**config.mk**
```make
export PLATFORM = sky130hd
export DESIGN_NAME = ncl_ring_source_gen_p
export DESIGN_NICKNAME = d
export VERILOG_FILES = /design/src/rtl/ncl_gen_pkg.sv /design/src/rtl/ncl_comp_sync.sv /design/src/rtl/ncl_ring_source_gen_p.sv
export SDC_FILE = /design/constraint.sdc
export NUM_CORES = 1
export LEC_CHECK = 0
export CORE_ASPECT_RATIO = 1.4
export CORE_UTILIZATION = 43
export CTS_CLUSTER_SIZE = 28
export DETAILED_ROUTE_END_ITERATION = 6
export MAX_ROUTING_LAYER = met4
export PLACE_DENSITY_LB_ADDON = 0.1
export SLEW_MARGIN = 20
export SYNTH_ARGS = -nofsm -noshare
export SYNTH_HDL_FRONTEND = slang
export SYNTH_SLANG_ARGS = --single-unit
export TNS_END_PERCENT = 100
```
**constraint.sdc**
```tcl
create_clock -name clk -period 1.7 [get_ports clk]
set_input_delay 0.425 -clock clk [delete_from_list [all_inputs] [get_ports clk]]
set_output_delay 0.425 -clock clk [all_outputs]
set_load 0.005 [all_outputs]
```
**src/rtl/ncl_gen_pkg.sv**
```systemverilog
`default_nettype none
// ============================================================================
// Module      : ncl_gen_pkg
// Description : Shared types and helpers for the clocked NCL ring source:
//               token sequencing modes, FSM states, dual-rail encoding and
//               next-token computation.
// Revision    : 1.0 - initial release
// ============================================================================
package ncl_gen_pkg;

    // Widest token the helpers handle; callers cast down to their own width.
    localparam int MAX_W = 32;

    typedef enum logic [1:0] {
        MODE_ROTATE   = 2'd0,
        MODE_COUNT    = 2'd1,
        MODE_LFSR     = 2'd2,
        MODE_RAILSWAP = 2'd3
    } mode_e;

    typedef enum logic [1:0] {
        IDLE      = 2'd0,
        DATA_WAIT = 2'd1,
        NULL_WAIT = 2'd2,
        DONE      = 2'd3
    } state_e;

    // Digit i becomes {rail1, rail0} = {b, ~b}: always complete, one-hot.
    function automatic logic [2*MAX_W-1:0] dr_encode(input logic [MAX_W-1:0] value);
        logic [2*MAX_W-1:0] r;
        r = '0;
        for (int i = 0; i < MAX_W; i++) begin
            r[2*i+1] = value[i];
            r[2*i]   = ~value[i];
        end
        return r;
    endfunction

    // Successor token within 'width' bits. LFSR is a right-shifting Galois
    // form: shift toward bit 0, XOR the tap mask when a 1 falls out. Zero is
    // not on the LFSR cycle, so it is kicked to 1.
    function automatic logic [MAX_W-1:0] next_token(input logic [MAX_W-1:0] value,
                                                    input mode_e            seq_mode,
                                                    input logic [MAX_W-1:0] taps,
                                                    input int               width);
        logic [MAX_W-1:0] mask;
        logic [MAX_W-1:0] v;
        logic [MAX_W-1:0] r;
        mask = '0;
        for (int i = 0; i < MAX_W; i++) begin
            mask[i] = (i < width);
        end
        v = value & mask;
        case (seq_mode)
            MODE_ROTATE: r = (v << 1) | (v >> (width - 1));
            MODE_COUNT:  r = v + MAX_W'(1);
            MODE_LFSR: begin
                if (v == '0)   r = MAX_W'(1);
                else if (v[0]) r = (v >> 1) ^ taps;
                else           r = v >> 1;
            end
            default:     r = ~v;
        endcase
        return r & mask;
    endfunction

endpackage
`default_nettype wire

```
**src/rtl/ncl_comp_sync.sv**
```systemverilog
`default_nettype none
// ============================================================================
// Module      : ncl_comp_sync
// Description : Multi-flop synchroniser bringing the asynchronous NCL
//               completion signal into the clock domain. Clears to 0.
// Revision    : 1.0 - initial release
// ============================================================================
module ncl_comp_sync #(
    parameter int SYNC_STAGES = 2
) (
    input  logic clk,
    input  logic init_n,
    input  logic i_tcomp,
    output logic o_tcomp_s
);

    logic [SYNC_STAGES-1:0] r_sync;

    // Shift the raw completion level through the synchroniser chain.
    always_ff @(posedge clk or negedge init_n) begin
        if (!init_n) begin
            r_sync <= '0;
        end else begin
            r_sync <= {r_sync[SYNC_STAGES-2:0], i_tcomp};
        end
    end

    assign o_tcomp_s = r_sync[SYNC_STAGES-1];

endmodule
`default_nettype wire

```
**src/rtl/ncl_ring_source_gen_p.sv**
```systemverilog
`default_nettype none
// ============================================================================
// Module      : ncl_ring_source_gen_p
// Description : Clocked dual-rail token source for NCL pipelines. Emits DATA
//               wavefronts separated by full NULL spacers, paced by the
//               synchronised completion handshake, with four sequencing
//               modes and an optional token limit.
// Revision    : 1.0 - initial release
// ============================================================================
module ncl_ring_source_gen_p
    import ncl_gen_pkg::*;
#(
    parameter int               WIDTH       = 4,
    parameter int               TOKENS      = 0,
    parameter logic [WIDTH-1:0] SEED        = WIDTH'(1),
    parameter logic [WIDTH-1:0] LFSR_TAPS   = WIDTH'(4'b1001),
    parameter int               NULL_HOLD   = 1,
    parameter int               SYNC_STAGES = 2,
    parameter int               CNT_W       = 16
) (
    input  logic               clk,
    input  logic               init_n,
    input  logic               run,
    input  logic [1:0]         mode,
    input  logic               tcomp,
    output logic [2*WIDTH-1:0] c,
    output logic               busy,
    output logic               done,
    output logic [CNT_W-1:0]   token_cnt
);

    localparam int                  c_HOLD_W    = (NULL_HOLD > 1) ? $clog2(NULL_HOLD) : 1;
    localparam logic [c_HOLD_W-1:0] c_HOLD_LAST = c_HOLD_W'(NULL_HOLD - 1);
    localparam logic [CNT_W-1:0]    c_TOK_LIMIT = CNT_W'(TOKENS);
    localparam bit                  c_LIMITED   = (TOKENS != 0);

    logic                w_tcomp_s;
    state_e              r_state;
    state_e              w_state_nxt;
    logic [WIDTH-1:0]    r_value;
    logic [WIDTH-1:0]    w_value_nxt;
    logic [WIDTH-1:0]    w_value_succ;
    logic [CNT_W-1:0]    r_cnt;
    logic [CNT_W-1:0]    w_cnt_nxt;
    logic [c_HOLD_W-1:0] r_hold;
    logic [c_HOLD_W-1:0] w_hold_nxt;
    logic                w_hold_met;
    logic [2*WIDTH-1:0]  w_c_data;
    logic [2*WIDTH-1:0]  r_c;
    logic [2*WIDTH-1:0]  w_c_nxt;
    logic                r_busy;
    logic                w_busy_nxt;
    logic                r_done;
    logic                w_done_nxt;

    ncl_comp_sync #(
        .SYNC_STAGES (SYNC_STAGES)
    ) u_comp_sync (
        .clk       (clk),
        .init_n    (init_n),
        .i_tcomp   (tcomp),
        .o_tcomp_s (w_tcomp_s)
    );

    // mode is only consumed on the DATA->NULL edge, so this value is only
    // latched there.
    assign w_value_succ = WIDTH'(next_token(MAX_W'(r_value), mode_e'(mode),
                                            MAX_W'(LFSR_TAPS), WIDTH));
    assign w_c_data     = (2*WIDTH)'(dr_encode(MAX_W'(r_value)));
    // The hold counter saturates at its last value, so equality is enough.
    assign w_hold_met   = (r_hold == c_HOLD_LAST);

    // Next-state and next-output decode for the token handshake.
    always_comb begin
        w_state_nxt = r_state;
        w_value_nxt = r_value;
        w_cnt_nxt   = r_cnt;
        w_hold_nxt  = r_hold;
        case (r_state)
            IDLE: begin
                if (run && !w_tcomp_s) w_state_nxt = DATA_WAIT;
            end
            DATA_WAIT: begin
                // run is deliberately ignored here: a started token always completes.
                if (w_tcomp_s) begin
                    w_state_nxt = NULL_WAIT;
                    w_cnt_nxt   = r_cnt + 1'b1;
                    w_value_nxt = w_value_succ;
                    w_hold_nxt  = '0;
                end
            end
            NULL_WAIT: begin
                if (!w_hold_met) w_hold_nxt = r_hold + 1'b1;
                if (w_hold_met && !w_tcomp_s) begin
                    if (c_LIMITED && (r_cnt == c_TOK_LIMIT)) w_state_nxt = DONE;
                    else if (run)                            w_state_nxt = DATA_WAIT;
                    else                                     w_state_nxt = IDLE;
                end
            end
            DONE: begin
                if (!run) begin
                    w_state_nxt = IDLE;
                    w_cnt_nxt   = '0;
                    w_value_nxt = SEED;
                end
            end
            default: w_state_nxt = IDLE;
        endcase
        // Outputs follow the state being entered so every output is a flop.
        w_c_nxt    = (w_state_nxt == DATA_WAIT) ? w_c_data : '0;
        w_busy_nxt = (w_state_nxt == DATA_WAIT) || (w_state_nxt == NULL_WAIT);
        w_done_nxt = (w_state_nxt == DONE);
    end

    // State, token and registered-output update with asynchronous clear.
    always_ff @(posedge clk or negedge init_n) begin
        if (!init_n) begin
            r_state <= IDLE;
            r_value <= SEED;
            r_cnt   <= '0;
            r_hold  <= '0;
            r_c     <= '0;
            r_busy  <= 1'b0;
            r_done  <= 1'b0;
        end else begin
            r_state <= w_state_nxt;
            r_value <= w_value_nxt;
            r_cnt   <= w_cnt_nxt;
            r_hold  <= w_hold_nxt;
            r_c     <= w_c_nxt;
            r_busy  <= w_busy_nxt;
            r_done  <= w_done_nxt;
        end
    end

    assign c         = r_c;
    assign busy      = r_busy;
    assign done      = r_done;
    assign token_cnt = r_cnt;

endmodule
`default_nettype wire
```
After elaboration in Yosys (flattened, before gate mapping)
Cells that the tools add are included.
{"block": "classes", "n_mux": 19, "reduce_logical": 11, "bitwise": 8, "n_addsub": 3, "n_eq_ne": 10}
{"operator": "32-bit zero test", "count": 1}
{"operator": "16-bit two-way mux", "count": 2}
{"operator": "16-bit one-hot mux with 2 select lines", "count": 1}
{"operator": "16-bit by 1-bit adder with 16-bit output, second input constant", "count": 1}
{"operator": "4-bit two-way mux", "count": 4}
{"operator": "4-bit one-hot mux with 3 select lines", "count": 1}
{"operator": "2-bit == test, second input constant", "count": 5}
{"operator": "2-bit two-way mux", "count": 4}
{"operator": "8-bit two-way mux", "count": 1}
{"operator": "2-bit one-hot mux with 4 select lines", "count": 1}
{"operator": "4-bit one-hot mux with 2 select lines", "count": 1}
{"operator": "2-bit by 1-bit == test with 1-bit output, second input constant", "count": 3}
{"operator": "1-bit inverter", "count": 5}
{"operator": "4-bit by 1-bit adder with 4-bit output, second input constant", "count": 1}
{"operator": "2-bit zero test", "count": 2}
{"operator": "4-bit inverter", "count": 1}
{"operator": "4-bit by 1-bit OR with 4-bit output", "count": 1}
{"operator": "2-bit nonzero test", "count": 2}
{"operator": "1-bit two-way mux", "count": 3}
{"operator": "3-bit AND reduction", "count": 1}
{"operator": "1-bit logical AND", "count": 2}
{"operator": "2-bit by 1-bit inequality test with 1-bit output, second input constant", "count": 1}
{"operator": "2-bit inequality test, second input constant", "count": 1}
{"operator": "1-bit inverter with 2-bit output", "count": 1}
{"operator": "other kinds (5)", "count": 5}
{"block": "word_totals", "out_inout_bits": 26, "regBits": 35, "in_bits": 6}

Depth between registers and ports, before layout
Gate-level depths: netlist (run 1).
{"block": "logic_depth", "depth_word": 6, "ltp_mapped": 6}

By module
A second synthesis (run 1) with hierarchy kept.
{"block": "unflattened", "cells_unflattened": 167, "area_unflattened_um2": 1686.6}
{"module": "ncl_ring_source_gen_p", "seq_area_each_um2": 802.0, "cells_each": 165, "area_each_um2": 1636.6, "n_inst": 1}
{"module": "ncl_comp_sync", "seq_area_each_um2": 50.0, "cells_each": 2, "area_each_um2": 50.0, "n_inst": 1}

Least setup slack after synthesis (run 1)
No wires, ideal clock.
{"block": "synth_timing", "kind": "register -> register", "startpoint": "reg r_value[0]", "endpoint": "reg r_value[1]", "stages_incl_launch_ff": 6, "required_time_ps": 1579, "slack_ps": 102, "arrival_ps": 1476, "setup_ps": 121, "path_cell_list": "dfstp_2 -> inv_1 -> ha_1 -> mux4_2 -> nand2_1 -> o21ai_1"}
{"block": "synth_via", "elab_chain_len": 5, "word_cells_on_any_way": 7, "classes_between": "add/sub (1); mux (4); bitwise (1); reduce/logical (1)"}
{"element": "from (decl)", "line": "ncl_ring_source_gen_p.sv:40", "rtl": "logic [WIDTH-1:0] r_value;"}
{"element": "from (signal assigned)", "line": "ncl_ring_source_gen_p.sv:127", "rtl": "r_value <= w_value_nxt;"}
{"element": "32-bit zero test", "line": "ncl_gen_pkg.sv:58", "rtl": "if (v == '0) r = MAX_W'(1);"}
{"element": "4-bit two-way mux", "line": "ncl_gen_pkg.sv:58"}
{"element": "4-bit one-hot mux with 3 select lines *", "line": "ncl_gen_pkg.sv:54", "rtl": "case (seq_mode)"}
{"element": "4-bit two-way mux *", "line": "ncl_ring_source_gen_p.sv:85", "rtl": "if (w_tcomp_s) begin"}
{"element": "4-bit one-hot mux with 2 select lines *", "line": "ncl_ring_source_gen_p.sv:79", "rtl": "case (r_state)"}
Every way passes the cells marked *; elsewhere a longest branch is shown, timed or not. The select of a mux whose other input is x is not followed.
A chain may end at the register's enable or synchronous reset.

Final worst setup path (run 1)
{"block": "layout_timing", "startpoint": "reg r_cnt[4], in the netlist token_cnt[4]", "endpoint": "out token_cnt[4]"}
{"element": "from (decl)", "line": "ncl_ring_source_gen_p.sv:43", "rtl": "logic [CNT_W-1:0] r_cnt;"}
{"element": "from (signal assigned)", "line": "ncl_ring_source_gen_p.sv:128", "rtl": "r_cnt <= w_cnt_nxt;"}
{"element": "to (decl)", "line": "ncl_ring_source_gen_p.sv:29", "rtl": "output logic [CNT_W-1:0] token_cnt"}
No word-level cell between the ends.

==> impl_metrics.toml, run 1 <==
[layout]
post-route-util_pct = 64.6
finish.net_count = 235
drive_above_1_share_pct = 25.8
layout.cells.most_common_list = "sky130_fd_sc_hd__dfrtp_1, sky130_fd_sc_hd__buf_4, sky130_fd_sc_hd__clkdlybuf4s50_1, sky130_fd_sc_hd__a21oi_1"
area_growth_syn_to_layout_pct = 41.6
insertedDiodeCount = 0
layout_commonest_cell = "sky130_fd_sc_hd__dfrtp_1"

[yosys]
syn_area_mm2 = 0.00169
post_synth_mux_area_share_pct = 2.00
synthXorXnorAreaFrac_pct = 2.07
synth_enable_flop_cells = 0
sequential_share_of_the_synthesized_area_pct = 50.4
avgSynthCellArea_um2 = 10.5
post_synth_and_or_nand_nor_area_fraction_pct = 18.5
postSynthCellCount = 161
arithmetic_cell_share_of_the_synthesized_area_counting_full_adders_half_adders_and_majority_gates_pct = 3.70
synth_top_family_by_area = "compound AO/OA/AOI/OAI gates"
postSynthRegisterBits = 34
yosysUniqueCellTypes = 46
synth_ff_type = "sky130_fd_sc_hd__dfrtp_1"
synthesis.yosys.warnings = 0
postSynthNetCount = 172
async_flop_share_pct = 100
synth_compound_area_share_pct = 18.9

[setup_path]
critical_path_required_ns = 1.27
arrival_ns = 1.23
critPathLaunch = "token_cnt[4]"
critical_path.max_fanout = 4
critical-path-top-delay-family = "buffers and inverters"
timing.critical_path.from_type = "register"
cp_cell_sequence = "clkdlybuf4s50_1"
cp.buffers_inverters = 1
crit_path_max_incr_delay_ns = 0.53
timing_worst_setup_path_type = "reg2out"
reg2reg_from = "r_value[1]"
critical_path.slowest_cell = "sky130_fd_sc_hd__clkdlybuf4s50_1"
worstSetupEndpointType = "output port"

[power]
power-per-cell-area_mw_per_mm2 = 1210
power_mw = 2.89
static-leakage-power_nw = 1.10
max-vdd-ir-drop_mv = 0.918

[global_routing]
gr-usage-all-layers_pct = 23.8
wire_length_of_the_first_global_routing_pass_mm = 6.90
grt_max_degree = 35
first_global_vias = 1459
antenna_violations_before_repair = 0
overflow_after_grt = 0

[place]
gpl.final_weighted_congestion = 0.855
final_hpwl_dp_mm = 2.75
port-buffer-count = 31

[clock_network]
clock_tree_from_tritoncts = "built"
cts.hold.buffers_added = 0
path_clk_slew_ns = 0.07
htree_levels = 2
clk-insertion-delay-late_ns = 0.29
clockBufferDepth = 2
numCtsBuffers = 5
tritoncts_num_sinks = 34
clock_tree.root_cell = "sky130_fd_sc_hd__clkbuf_8"

[timing]
fin_tns_setup_ns = 0
min_period_over_period_pct = 97.5
skew_ns = 0.00828
setup_viol = 0
min_period_ns = 1.66
finalMaxSlewViolations = 0
hold_viol = 0
worst-slew-pin-transition_ns = 0.325
maxSlewHeadroom_pct = 78.4
fmax_ghz = 0.603
finalHoldWorstSlack_ns = 0.350

[job]
drv_cap = 0

[drt]
iteration_0_drc_markers = 16
number_of_vias_per_cell_after_detailed_routing = 5.37
routed_wirelength_mm = 4.10
drt_pre_antenna_iters = 4
antenna_left = 0
post-route-drc-count = 0
detail_route.wl_per_cell_um = 15.4
via_count = 1433

[outcome]
run_status = "finished, final reports clean"

[floorplanning]
die_w_um = 55.0
die_area_mm2 = 0.00419
core_area_mm2 = 0.00371
initial_core_util_pct = 45.6
floorplan.rows = 26
io_pins = 32
floorplan.die.height_um = 76.2

[hold_path]
hold_start = "u_comp_sync.r_sync[0]"
worst_hold_path_type = "reg2reg"
[kinds of logic after synthesis]
| family | count (synthesis) |
|---|---|
| AND/OR/NAND/NOR | 53 |
| AO/OA/AOI/OAI | 46 |
| flip-flops | 34 |
| buffers and inverters | 17 |
| adder cells (fa/ha/maj) | 5 |
| XOR/XNOR | 4 |
| multiplexers | 2 |
[cell usage after synthesis, drive strengths merged (2+ instances only)]
| cell type | number | area, um^2 |
|---|---|---|
| dfrtp | 33 | 826 |
| a21oi | 16 | 80.1 |
| o21ai | 15 | 78.8 |
| inv | 10 | 37.5 |
| nor2 | 10 | 37.5 |
| or3 | 9 | 56.3 |
| nand2 | 8 | 30.0 |
| and2 | 6 | 40.0 |
| nor2b | 6 | 37.5 |
| ha | 5 | 62.6 |
| clkbuf | 4 | 15.0 |
| nand3 | 4 | 20.0 |
| and4 | 3 | 32.5 |
| buf | 3 | 23.8 |
| o2111ai | 3 | 61.3 |
| xor2 | 3 | 26.3 |
| a22oi | 2 | 15.0 |
| nand4 | 2 | 18.8 |
[path summary, 6_finish.rpt]
kind	to	slack, ns	cells past startpoint
worst max-delay path	token_cnt[4]	0.04	1
worst min-delay path	u_comp_sync.r_sync[1]	0.35	0
worst max register to register	r_value[0]	0.07	6
worst min register to register	u_comp_sync.r_sync[1]	0.35	0
max in group asynchronous	r_value[0]	0.94	2
min in group asynchronous	token_cnt[10]	0.51	2
[metal layers]
metal / GRT usage (%) / wire length (um) / vias up / share of wire (%)
met5: - / 0 / - / 0
met4: 9.50 / 100 / 0 / 2.4
met3: 6.19 / 146 / 8 / 3.6
met2: 40.0 / 2280 / 32 / 56
met1: 25.3 / 1580 / 685 / 38
li1: - / - / 708 / -
[area by class of cell]
cell class	count	area, um^2
timing repair buffer	62	562
sequential	34	855
tap	42	52.6
fill	318	1310
clock buffer	8	90.1
multi-input combinational	111	800
inverter	10	37.5
[registers in the layout (all words and copies together) (netlist names)]
signal,cells
u_comp_sync.r_sync,2
r_state,2
r_value,4
c,8
token_cnt,16
done,1
busy,1
[repair_timing]
item	CTS	global route
resized for setup	8	6
pin swaps	4	0
cloned	1	0
endpoints found under the setup margin	12	15
setup buffers	5	3
[power breakdown]
part	total, mW	internal [mW]	switching (mW)	leakage (nW)
Combinational	1.18	0.640	0.539	0.604
Clock	0.610	0.330	0.280	0.0455
Sequential	1.11	0.987	0.120	0.446
[stage by stage]
stage | setup slack [ns] | area, um^2 | cells
6_report | 0.0428 | 2400 | 267
3_3_place_gp | -0.346 | 2200 | 250
3_5_place_dp | -0.390 | 2200 | 250
5_1_grt | -0.00696 | 2400 | 267
4_1_cts | 0.0151 | 2360 | 264
2_1_floorplan | 0.102 | 1690 | 161
No activity file was read; power rests on OpenSTA's default activity.
==> inputs of run 2 (changes only) <==
Settings changed: HOLD_SLACK_MARGIN from default to 0.03.
==> results of run 2 <==
No change in the layout: final DEF, timing and power equal those of run 1.
==> inputs of run 3 (changes only) <==
Settings changed: CTS_CLUSTER_DIAMETER from default to 150.
==> results of run 3 <==
No change in the layout: final DEF, timing and power equal those of run 1.
